==> src/rtl/vfxp_writeback.sv <==
// Writeback stage for the vector ALU beat stream: applies vxrm rounding to
// averaging beats, buffers beats in a FWFT FIFO and drives the register file write port.
module vfxp_writeback #(
  parameter int unsigned DATA_WIDTH   = 64,
  parameter int unsigned BE_WIDTH     = DATA_WIDTH / 8,
  parameter int unsigned ADDR_WIDTH   = 32,
  parameter int unsigned FIFO_DEPTH   = 8,
  parameter int unsigned STALL_MARGIN = 6
) (
  input  logic                  clk,
  input  logic                  rst,
  input  logic                  in_valid,
  input  logic [DATA_WIDTH-1:0] in_vec,
  input  logic [ADDR_WIDTH-1:0] in_addr,
  input  logic [BE_WIDTH-1:0]   in_be,
  input  logic                  in_mask,
  input  logic                  in_fxp,
  input  logic [BE_WIDTH-1:0]   in_vd,
  input  logic [BE_WIDTH-1:0]   in_vd1,
  input  logic [1:0]            cfg_sew,
  input  logic [1:0]            cfg_vxrm,
  output logic                  out_valid,
  input  logic                  out_ready,
  output logic [DATA_WIDTH-1:0] out_vec,
  output logic [ADDR_WIDTH-1:0] out_addr,
  output logic [BE_WIDTH-1:0]   out_be,
  output logic                  out_mask,
  output logic                  in_stall,
  output logic                  overflow
);

  localparam int unsigned PW = $clog2(FIFO_DEPTH);
  localparam int unsigned CW = PW + 1;

  // Handshake: a write is transferred on a rising edge where out_valid and
  // out_ready are both high; out_* hold stable while out_valid=1, out_ready=0.

  function automatic logic round_inc(input logic d, input logic d1, input logic [1:0] mode);
    case (mode)
      2'd0:    return d1;
      2'd1:    return d1 & d;
      2'd2:    return 1'b0;
      default: return ~d & d1;
    endcase
  endfunction

  logic [DATA_WIDTH-1:0] round_vec;

  // Each element adds its own increment within its own slice, so carries never cross elements.
  always_comb begin
    round_vec = in_vec;
    if (in_fxp && !in_mask) begin
      unique case (cfg_sew)
        2'd0: for (int j = 0; j < 8; j++)
          round_vec[8*j +: 8] = in_vec[8*j +: 8]
                                + {7'd0, round_inc(in_vd[j], in_vd1[j], cfg_vxrm)};
        2'd1: for (int j = 0; j < 4; j++)
          round_vec[16*j +: 16] = in_vec[16*j +: 16]
                                  + {15'd0, round_inc(in_vd[2*j], in_vd1[2*j], cfg_vxrm)};
        2'd2: for (int j = 0; j < 2; j++)
          round_vec[32*j +: 32] = in_vec[32*j +: 32]
                                  + {31'd0, round_inc(in_vd[4*j], in_vd1[4*j], cfg_vxrm)};
        default:
          round_vec = in_vec + {63'd0, round_inc(in_vd[0], in_vd1[0], cfg_vxrm)};
      endcase
    end
  end

  logic [DATA_WIDTH-1:0] vec_mem  [FIFO_DEPTH];
  logic [ADDR_WIDTH-1:0] addr_mem [FIFO_DEPTH];
  logic [BE_WIDTH-1:0]   be_mem   [FIFO_DEPTH];
  logic                  mask_mem [FIFO_DEPTH];

  logic [PW-1:0] wr_ptr_q, rd_ptr_q;
  logic [CW-1:0] count_q, count_d;
  logic          stall_q, stall_d;
  logic          overflow_q;
  logic          full, push, pop, drop;
  logic [31:0]   free_d;

  assign full    = (count_q == CW'(FIFO_DEPTH));
  assign pop     = out_valid & out_ready;
  assign push    = in_valid & (~full | pop);
  assign drop    = in_valid & full & ~pop;
  assign count_d = count_q + {{(CW-1){1'b0}}, push} - {{(CW-1){1'b0}}, pop};
  assign free_d  = 32'(FIFO_DEPTH) - 32'(count_d);
  assign stall_d = (free_d <= 32'(STALL_MARGIN));

  // Storage needs no reset: a cleared count hides every stale entry.
  always_ff @(posedge clk) begin
    if (push) begin
      vec_mem[wr_ptr_q]  <= round_vec;
      addr_mem[wr_ptr_q] <= in_addr;
      be_mem[wr_ptr_q]   <= in_be;
      mask_mem[wr_ptr_q] <= in_mask;
    end
  end

  always_ff @(posedge clk or negedge rst) begin
    if (!rst) begin
      wr_ptr_q   <= '0;
      rd_ptr_q   <= '0;
      count_q    <= '0;
      stall_q    <= 1'b0;
      overflow_q <= 1'b0;
    end else begin
      if (push) wr_ptr_q <= wr_ptr_q + PW'(1);
      if (pop)  rd_ptr_q <= rd_ptr_q + PW'(1);
      count_q <= count_d;
      stall_q <= stall_d;
      if (drop) overflow_q <= 1'b1;
    end
  end

  // Outputs are forced to zero when empty so reset and idle show a clean port.
  assign out_valid = (count_q != '0);
  assign out_vec   = out_valid ? vec_mem[rd_ptr_q]  : '0;
  assign out_addr  = out_valid ? addr_mem[rd_ptr_q] : '0;
  assign out_be    = out_valid ? be_mem[rd_ptr_q]   : '0;
  assign out_mask  = out_valid ? mask_mem[rd_ptr_q] : 1'b0;
  assign in_stall  = stall_q;
  assign overflow  = overflow_q;

endmodule

==> config.mk <==
export PLATFORM = sky130hd
export DESIGN_NAME = vfxp_writeback
export DESIGN_NICKNAME = d
export VERILOG_FILES = /design/src/rtl/vfxp_writeback.sv
export SDC_FILE = /design/constraint.sdc
export NUM_CORES = 1
export LEC_CHECK = 0
export CORE_UTILIZATION = 40
export CTS_CLUSTER_DIAMETER = 100
export DETAILED_ROUTE_END_ITERATION = 8
export PLACE_DENSITY = 0.58
export SLEW_MARGIN = 20
export SYNTH_ARGS = -nofsm -noshare
export SYNTH_HDL_FRONTEND = slang
export SYNTH_SLANG_ARGS = --single-unit
==> constraint.sdc <==
create_clock -name clk -period 11.3 [get_ports clk]
set_input_delay 1.695 -clock clk [delete_from_list [all_inputs] [get_ports clk]]
set_output_delay 1.695 -clock clk [all_outputs]
set_load 0.005 [all_outputs]
==> reports/summary.txt <==
vias in the first global route: 20606
1st-iter DRT viols: 1577
total CTS buffers: 92
Critical Path Start Type: flop
Cell Pwr Density: 245 mW/mm^2
# rows: 109
worst ir drop on vdd: 195 uV
result of the run: completed
Max FO, Critical Path: 98
placed instance count: 3325
Routed Wire Length: 89.8 mm
number of detailed-routing iterations run before antenna repair: 5
clock sink count: 852
time the worst path needs with I/O delays and setup: 6.18 ns
worst-case clock skew: 0.0195 ns
Post-synth EDFFs: 840
ys flop type: sky130_fd_sc_hd__edfxtp_1
final net count: 2411
Setup Viol. Count Final: 0
startpoint of the most critical register-to-register path: count_q[1]$_DFF_PN0_
Floorplan Core Area: 0.0889 sq mm
insertion delay of the later-clocked pin in the worst-skew pair: 0.66 ns
ratio of cells with drive above 1 in the final layout: 0.177
Arr. time, crit path: 4.49 ns
share of flip-flops with an asynchronous set or reset after synthesis: 0.0141
number of gates given a new drive strength after cts: 0
Yosys reg bits: 852
root buffer selected by CTS: sky130_fd_sc_hd__clkbuf_16
source of the worst hold timing path: overflow$_DFFE_PN0P_
synthesized instance count: 2007
total negative slack: 0 ns
endpoint kind of the worst setup timing path: output port
Non-Filler Instances: 3497
height of the chip: 303 um
I/O Buffers: 237
global route overflow: 0
post-detailed-route wirelength per cell: 25.7 um
final hold viol count: 0
share of synthesized area occupied by flip-flops and latches: 0.706
CTS tree: done
launching element of the worst setup path: rd_ptr_q[0]$_DFFE_PN0N_
htree depth: 3
total via count in the routed design: 19773
Die ar.: 0.0915 sq mm
first-pass GRT wire length: 133 mm
worst slack on hold paths: 0.468 ns
top library cells by usage in the layout, fill and taps aside: sky130_fd_sc_hd__edfxtp_1 (840), sky130_fd_sc_hd__clkdlybuf4s50_1 (237), sky130_fd_sc_hd__mux4_2 (210), sky130_fd_sc_hd__nor2_1 (158), sky130_fd_sc_hd__mux2i_1 (111)
Period Utilization, post-route: 0.547
CP delay by family, top: buffers and inverters
area share of the leading cell type in the synthesized netlist: 0.698
drt drc: 0
maximum clock insertion buffer count: 3
Static Leak: 13.8 nW
Final Wtd Congestion: 0.919
Data required, critical path: 9.61 ns
number of distinct standard cells referenced by the synthesized netlist: 70
maximum achievable frequency: 162 MHz
initial antenna violation count: 9
hold-fix buffers at CTS: 0
pin count of the biggest net entering global routing: 106
chain of cells forming the critical path: buf_12 -> buf_4 -> mux4_2 -> mux2i_1 -> nor2_1 -> clkdlybuf4s50_1
Post-Syn Nets: 2164
routed vias/inst: 5.65
Worst slew margin: 0.314
start-to-end type of the worst setup path: reg2out
sum of net half-perimeters after detailed placement: 50.9 mm
Synth Warn #: 0
most area-hungry cell type in the Yosys netlist: sky130_fd_sc_hd__edfxtp_1
most common cell after layout, fill and taps aside: sky130_fd_sc_hd__edfxtp_1
post-synthesis instance area: 0.0361 sq mm
initial cell density of the core: 0.406
setup repair after global routing missed its margin: false
number of nets with antenna violations after routing: 0
Slew Limit Fails: 0
maximum single-stage delay on the critical path: 0.88 ns
die extent in x: 303 um
Synth area leaders: sky130_fd_sc_hd__edfxtp_1 (70%), sky130_fd_sc_hd__mux4_2 (13%), sky130_fd_sc_hd__mux2i_1 (3.1%), sky130_fd_sc_hd__nor2_1 (1.7%), sky130_fd_sc_hd__xnor2_1 (1.1%)
slowest library cell on the worst path: sky130_fd_sc_hd__buf_4
GR Util All Layers: 0.197
actual slew at the worst max-slew pin: 1.02 ns
Layout Area Growth over Synthesis: 18.8%
CTS clock-pin slew for the worst setup and hold paths: 0.06 ns
hold crit path type: reg2reg
post-CTS setup buffer count: 0
Max Cap Violations: 0
Bufs and invs on worst path: 3
I/O pins: 238
post-synthesis area per instance: 18.0 sq um
==> kinds of logic after synthesis <==
family                   count (synthesis)  share of synthesized area
flip-flops                             852                      0.706
buffers and inverters                  138                     0.0155
AO/OA/AOI/OAI                          151                     0.0276
adder cells (fa/ha/maj)                 27                    0.00956
XOR/XNOR                                69                     0.0167
multiplexers                           322                      0.162
AND/OR/NAND/NOR                        448                     0.0623
==> path summary, 6_finish.rpt <==
kind | to | slack [ns] | cells after the start
hold / removal | overflow$_DFFE_PN0P_ | 0.47 | 1
hold reg to reg | overflow$_DFFE_PN0P_ | 0.47 | 1
max in group asynchronous | rd_ptr_q[2]$_DFFE_PN0N_ | 9.48 | 1
setup reg to reg | in_stall$_DFF_PN0_ | 7.37 | 15
min in group asynchronous | in_stall$_DFF_PN0_ | 1.41 | 1
setup / recovery | out_addr[27] | 5.12 | 6
==> report_power, final <==
group          internal [W]  switching (W)
combinational       0.00173        0.00166
clock               0.00179        0.00121
sequential          0.00396       0.000194
total               0.00748        0.00306
==> cell usage after synthesis (6+ instances only) <==
library cell               number
sky130_fd_sc_hd__a211oi_1       7
sky130_fd_sc_hd__a21oi_1       39
sky130_fd_sc_hd__a31oi_1        6
sky130_fd_sc_hd__and2_1        17
sky130_fd_sc_hd__and3_1        10
sky130_fd_sc_hd__buf_1         22
sky130_fd_sc_hd__buf_2         31
sky130_fd_sc_hd__clkbuf_1      59
sky130_fd_sc_hd__dfrtp_1       12
sky130_fd_sc_hd__edfxtp_1     840
sky130_fd_sc_hd__ha_1          26
sky130_fd_sc_hd__inv_1         24
sky130_fd_sc_hd__mux2i_1      111
sky130_fd_sc_hd__mux4_2       210
sky130_fd_sc_hd__nand2_1       81
sky130_fd_sc_hd__nand2b_1       9
sky130_fd_sc_hd__nand3_1       44
sky130_fd_sc_hd__nand4_1       38
sky130_fd_sc_hd__nor2_1       164
sky130_fd_sc_hd__nor2b_1       15
sky130_fd_sc_hd__nor3_1        19
sky130_fd_sc_hd__nor3_2         6
sky130_fd_sc_hd__nor4_1        16
sky130_fd_sc_hd__o21a_1         6
sky130_fd_sc_hd__o21ai_0       30
sky130_fd_sc_hd__o21ai_1        6
sky130_fd_sc_hd__xnor2_1       44
sky130_fd_sc_hd__xor2_1        25
==> registers in the layout (all words and copies together), names as in the netlist <==
register	count
vec_mem	512
addr_mem	256
be_mem	64
mask_mem	8
count_q	4
rd_ptr_q	3
wr_ptr_q	3
in_stall	1
overflow	1
==> per-stage QoR <==
stage | instance area [sq um] | setup slack (ns) | util | total power, W
final | 42900 | 5.12 | 0.483 | 0.0105
after CTS | 42900 | 4.91 | 0.483 | 0.0107
after detailed placement | 39900 | 4.94 | 0.448 | 0.00772
after floorplan | 36100 | 1.27 | - | 0.00619
after global placement | 39900 | 5.16 | 0.448 | 0.00768
after global routing | 42900 | 4.66 | 0.483 | 0.0111
==> layer usage <==
layer  up-vias  wire (um)  GRT usage  share of wire
met4        12       1880     0.0526          0.021
li1       8600          -          -              -
met1     10391      38200      0.265           0.43
met5         -         82          0        0.00091
met2       632      44800      0.332           0.50
met3       138       4910     0.0363          0.055
==> layout make-up <==
type | instances | area (sq um)
clock buffer | 114 | 2410
sequential | 852 | 25500
multi-input combinational | 1017 | 10100
fill | 7440 | 46000
tap | 1165 | 1460
antenna | 5 | 12.5
clock inverter | 53 | 637
inverter | 24 | 90.1
timing repair buffer | 267 | 2670
Power figures use the tool's default switching activity.
